--- src/rtl/alu_share_arbiter.sv ---
// alu_share_arbiter: round-robin sharing of one ALU between two requesters.
// The granted op and operands are registered onto the ALU inputs. The ALU
// result is captured one cycle later and returned on a valid/ready response
// port tagged with the owning requester.
module alu_share_arbiter #(
  parameter int unsigned DATA_W = 16,
  parameter int unsigned RES_W  = 32,
  parameter int unsigned OP_W   = 3,
  parameter int unsigned MAX_OP = 5
) (
  input  logic              clk,
  input  logic              reset,
  input  logic              req0_valid,
  input  logic [OP_W-1:0]   req0_op,
  input  logic [DATA_W-1:0] req0_a,
  input  logic [DATA_W-1:0] req0_b,
  output logic              req0_ready,
  input  logic              req1_valid,
  input  logic [OP_W-1:0]   req1_op,
  input  logic [DATA_W-1:0] req1_a,
  input  logic [DATA_W-1:0] req1_b,
  output logic              req1_ready,
  output logic [OP_W-1:0]   alu_op,
  output logic [DATA_W-1:0] alu_in1,
  output logic [DATA_W-1:0] alu_in2,
  input  logic [RES_W-1:0]  alu_result,
  output logic              rsp_valid,
  output logic              rsp_id,
  output logic [RES_W-1:0]  rsp_data,
  output logic              rsp_err,
  input  logic              rsp_ready
);

  localparam logic [OP_W-1:0] MAX_OP_C = OP_W'(MAX_OP);

  typedef enum logic [1:0] {
    IDLE = 2'd0,
    EXEC = 2'd1,
    RESP = 2'd2
  } state_t;

  state_t            state;
  logic              rr_ptr;
  logic              cur_id;

  logic              grant_any;
  logic              grant_id;
  logic [OP_W-1:0]   grant_op;
  logic [DATA_W-1:0] grant_a;
  logic [DATA_W-1:0] grant_b;

  // Pick the requester to serve: a lone requester wins, contention follows rr_ptr.
  always_comb begin
    grant_any  = req0_valid | req1_valid;
    grant_id   = (req0_valid & req1_valid) ? rr_ptr : req1_valid;
    grant_op   = grant_id ? req1_op : req0_op;
    grant_a    = grant_id ? req1_a  : req0_a;
    grant_b    = grant_id ? req1_b  : req0_b;
    req0_ready = (state == IDLE) && grant_any && !grant_id;
    req1_ready = (state == IDLE) && grant_any &&  grant_id;
  end

  // Arbitration FSM: accept in IDLE, capture the result in EXEC, hold it in RESP.
  always_ff @(posedge clk) begin
    if (reset) begin
      state     <= IDLE;
      rr_ptr    <= 1'b0;
      cur_id    <= 1'b0;
      alu_op    <= '0;
      alu_in1   <= '0;
      alu_in2   <= '0;
      rsp_valid <= 1'b0;
      rsp_id    <= 1'b0;
      rsp_err   <= 1'b0;
      rsp_data  <= '0;
    end else begin
      case (state)
        IDLE: begin
          if (grant_any) begin
            alu_op  <= grant_op;
            alu_in1 <= grant_a;
            alu_in2 <= grant_b;
            cur_id  <= grant_id;
            rr_ptr  <= ~grant_id;
            state   <= EXEC;
          end
        end
        EXEC: begin
          rsp_id    <= cur_id;
          rsp_valid <= 1'b1;
          if (alu_op > MAX_OP_C) begin
            rsp_err  <= 1'b1;
            rsp_data <= '0;
          end else begin
            rsp_err  <= 1'b0;
            rsp_data <= alu_result;
          end
          state <= RESP;
        end
        RESP: begin
          if (rsp_valid && rsp_ready) begin
            rsp_valid <= 1'b0;
            state     <= IDLE;
          end
        end
        default: state <= IDLE;
      endcase
    end
  end

endmodule

--- config.mk ---
export PLATFORM = sky130hd
export DESIGN_NAME = alu_share_arbiter
export DESIGN_NICKNAME = d
export VERILOG_FILES = /design/src/rtl/alu_share_arbiter.sv
export SDC_FILE = /design/constraint.sdc
export NUM_CORES = 1
export LEC_CHECK = 0
export CORE_ASPECT_RATIO = 0.7
export CORE_MARGIN = 2
export CORE_UTILIZATION = 34
export CTS_CLUSTER_SIZE = 40
export DETAILED_ROUTE_END_ITERATION = 10
export PLACE_DENSITY = 0.74
export SLEW_MARGIN = 20
export SYNTH_ARGS = -nofsm -noshare
export SYNTH_HDL_FRONTEND = slang
export SYNTH_SLANG_ARGS = --single-unit
--- constraint.sdc ---
create_clock -name clk -period 1.2 [get_ports clk]
set_input_delay 0.18 -clock clk [delete_from_list [all_inputs] [get_ports clk]]
set_output_delay 0.18 -clock clk [all_outputs]
set_load 0.1 [all_outputs]
Word level (Yosys, flattened, before mapping)
Index checks and enable logic that the tools add are counted.
- output and inout bits: 72
- input bits: 107
- word-level logic and storage cells: 39
- flip-flop bits (word level): 74
- muxes and demuxes: 11
- equal/unequal tests: 4
- magnitude comparators: 1
- bitwise operators: 3
- reduce and logical (&&, ||, !) cells: 10
- operator list (cell ; count):
    two-way mux 16 bit ; 2
    two-way mux 32 bit ; 1
    one-hot mux 2 bit (3 select lines) ; 1
    AND reduction 2 bit ; 3
    logical AND 1 bit ; 4
    two-way mux 2 bit ; 2
    inequality test 2 bit (second input constant) ; 2
    > comparator 3 bit (second input constant) ; 1
    two-way mux 1 bit ; 3
    two-way mux 3 bit ; 1
    == test 2 x 1 -> 1 bit (second input constant) ; 1
    == test 2 bit (second input constant) ; 1
    logical NOT 2 bit ; 1
    one-hot mux 1 bit (2 select lines) ; 1
    nonzero test 2 bit ; 1
    AND 1 bit ; 1
    logical NOT 1 bit ; 1
    inverter 1 bit ; 1
    OR 1 bit ; 1

Longest topological paths before layout
- depth after elaboration: 4
- gate-level depth with buffers: 6
- depth with buffers taken out: 3

Worst setup path after synthesis
OpenSTA, ideal clock, no wires.
- kind: register -> output
- start point: register state[0]
- end point: output port req1_ready
- data required time: 1.020 ns
- path buffers: 2
- slack: -0.588 ns
- cell stages (with the launch flop): 6
- arrival time: 1.608 ns
- cells stage by stage: dfxtp_1 buf_4 nor3b_4 buf_6 nand2_1 inv_1
- word-level cells in the longest chain between the ends: 3
- ends and longest elaborated chain (element ; RTL line ; source):
    start, declared ; 42 ; state_t state;
    start signal, assigned ; 66 ; state <= IDLE;
    start signal, assigned ; 85 ; state <= EXEC;
    start signal, assigned ; 98 ; state <= RESP;
    logical NOT 2 bit ; 60 ; req1_ready = (state == IDLE) && grant_any && grant_id;
    logical AND 1 bit (2 in series) ; 60 ;
    end, declared ; 22 ; output logic req1_ready,
No other way between the ends.

Worst setup path in the final report
Ends and elaborated chain as after synthesis.

==> results by group <==
Cells and area
  – Ratio of cells with drive above 1 in the final layout: 0.468
  – Fin nets: 677
  – Final Cell Area: 0.00674 mm2
  – Fill cell count: 618
  – Area Growth Syn to Fin: 118%

Timing
  – RSZ-0062 raised after global routing: yes
  – Worst-Margin Slew: 0.359 ns
  – Final min period: 1.54 ns
  – Period utilization: 1.28
  – Final Worst Setup Slack: -0.337 ns
  – Hold Vio Cnt, Final: 0
  – Worst Clk Skew: 0.00583 ns
  – Final setup viols: 74
  – Pins Over Slew Limit: 0
  – Fmax: 650 MHz
  – Worst slew margin: 0.761
  – Final Hold Slack: 0.350 ns

Clock network
  – H-tree depth: 3
  – Clock Path Buffers: 2
  – Worst skew pair latency: 0.33 ns
  – Clk root buf: clkbuf_16
  – Clk slew on worst S/H paths: 0.06 ns
  – Clock Sinks: 74
  – Num CTS Buffers: 9
  – CTS tree: done

Logic synthesis
  – Yosys top cell area share: 0.478
  – Mux share of post-synthesis cell area: 0
  – Count leader, synth: nand3_1
  – Yosys warns: 0
  – Post-synthesis compound-gate area fraction: 0.199
  – Synthesized area: 0.00310 mm2
  – Synth Flop Type: dfxtp_1
  – Post-Synthesis Cells: 382
  – Flops & latches, synth: 74
  – Most frequent cells after synthesis: nand3_1, dfxtp_1, nand2_1, a21oi_1, a31oi_1
  – Post-synthesis xor/xnor area fraction: 0
  – Adder-cell share of the synthesized area: 0
  – Largest family of logic cells by synthesized area: simple AND/OR/NAND/NOR gates
  – Dominant cells by area after synthesis: dfxtp_1, nand3_1, a31oi_1
  – Synth Area per Inst: 8.11 um2
  – Post-synth EDFFs: 0
  – Post-Synth Simple-Gate Area: 0.239
  – Syn nets: 489
  – Sequential element share of the synthesized area: 0.478
  – Area leader, netlist: dfxtp_1
  – Asr flop ratio synth: 0
  – Netlist cell types: 25

Die
  – Core ar.: 0.00896 mm2
  – Chip height: 83.9 um
  – # rows: 29
  – Starting density of the core: 0.346
  – Io pins: 179
  – Die Wd: 118 um
  – Die area: 0.00990 mm2

Drt
  – Routed len/inst: 18.1 um
  – Via/cell ratio: 5.29
  – Wirelength, routed: 12700 um
  – Final ANT Viol Nets: 0
  – 1st-iter DRT viols: 220
  – DRT Pass-1 Iters: 5
  – Residual DRC: 0
  – Vias: 3702

Power
  – Switching Share: 0.386
  – Final Power: 9720 uW
  – P_int: 5970 uW
  – Part of the power in registers: 0.306
  – Pwr/cell area: 1440 mW/mm2
  – Sw Pwr: 3750 uW
  – Clk pwr share: 0.263
  – IR Drop Worst-Case VDD: 842 uV
  – Total leakage power: 0.00245 uW
  – Combinational power share: 0.430

Critical path
  – Worst-path maximum fanout: 3
  – Critical Path RT: 1.02 ns
  – CP startpoint kind: flip-flop
  – Critical path arrival: 1.36 ns
  – Critical path class: reg -> out
  – Critical Path Sink Type: primary output

Global routing
  – GRT Resource Usage Total: 0.241
  – Initial antenna violation count: 1
  – Vias in the first global route: 3672
  – First-pass GRT wire length: 19000 um
  – Largest net degree at the start of global routing: 75
  – Congestion Overflow GR: 0

Place
  – Placement Cell Area: 0.00589 mm2
  – Post-DP HPWL: 7860 um
  – Placer congestion estimate: 0.795
  – IO buf count: 178

Hold path
  – Hold Path Class: in -> reg

Outcome
  – Failing checks: setup timing
  – Status: finished with violations

Flow run
  – Max-cap violations: 0
==> cell type report <==
class / instances / area [um2] / area share
sequential: 74 / 1590 / 0.235
inverter: 3 / 18.8 / 0.00278
tap: 124 / 155 / 0.0230
clock inverter: 4 / 23.8 / 0.00353
clock buffer: 12 / 258 / 0.0382
timing repair buffer: 219 / 3080 / 0.457
multi-input combinational: 263 / 1620 / 0.240
antenna: 1 / 2.50 / 0.000371
==> layout by cell type, fill, tap and decap left out, types with 2 or more instances in the layout <==
cell             count
a211oi_1             2
a21oi_1             26
a21oi_2             10
a31oi_1             35
buf_12              82
buf_16               3
buf_4               19
buf_6                3
buf_8                3
clkbuf_1             2
clkbuf_16           13
clkdlybuf4s50_1    103
clkinv_2             2
clkinvlp_4           3
dfxtp_2             68
dfxtp_4              5
dlymetal6s2s_1       2
nand2_1             35
nand2_2              2
nand3_1             89
nand3_2             13
nor2_1               2
o21ai_1              6
o21ai_2             30
==> power groups by stage <==
| stage | logic [uW] | clock network, uW | registers, uW |
|---|---|---|---|
| detailed placement | 3690 | 0 | 3010 |
| global placement | 3650 | 0 | 3000 |
| CTS | 3960 | 2600 | 2970 |
| floorplan | 801 | 0 | 4330 |
| global route | 4330 | 2730 | 3000 |
| finish | 4180 | 2560 | 2980 |
==> path summary, 6_finish.rpt <==
check / startpoint / endpoint / slack [ns] / cells past startpoint
max: state[0]$_SDFFE_PP0P_ / req1_ready / -0.34 / 5
min: reset / rsp_data[5]$_SDFFE_PP0P_ / 0.35 / 3
min reg2reg: cur_id$_SDFFE_PP0P_ / rsp_id$_SDFFE_PP0P_ / 0.46 / 2
max reg2reg: state[1]$_SDFFE_PP0P_ / rsp_data[10]$_SDFFE_PP0P_ / -0.24 / 6
==> layer usage <==
layer / vias to the layer above / global-route usage / wire [um]
li1: 1753 / - / -
met1: 1763 / 0.287 / 5210
met2: 165 / 0.401 / 6290
met3: 21 / 0.0840 / 950
met4: 0 / 0.0876 / 253
met5: - / 0 / 0
==> critical path: stages, from the launching register on <==
cell and delay (ns):
dfxtp_4 0.36, nor3b_4 0.21, buf_6 0.14, nand2_4 0.06
clkinvlp_4 0.08, buf_12 0.16
==> flip-flops by register name (all words and copies together) (netlist names) <==
register	flops
rsp_data	32
alu_in1	16
alu_in2	16
alu_op	3
state	2
cur_id	1
rr_ptr	1
rsp_err	1
rsp_id	1
rsp_valid	1
==> kinds of logic (layout without fill, tap and decap cells) <==
group	after synthesis	in the layout
other cells	0	1
buf+inv	45	238
simple gates	151	151
flops	74	74
compound gates	112	112
==> metrics by stage <==
step	std cells	util	TNS, ns	worst slack [ns]
global placement	664	0.658	-13.40	-0.372
global route	700	0.752	-15.34	-0.418
CTS	688	0.717	-10.13	-0.350
detailed placement	664	0.658	-14.75	-0.390
finish	700	0.752	-11.94	-0.337
floorplan	382	-	-1.15	-0.321
==> what timing repair did <==
action / CTS / global route
pin swaps: 2 / 44
endpoints found under the setup margin: 73 / 74
gates cloned: 6 / 3
hold buffers: 0 / 0
resized for setup: 54 / 47
setup buffers: 3 / 11
(Power assumes the default switching activity.)
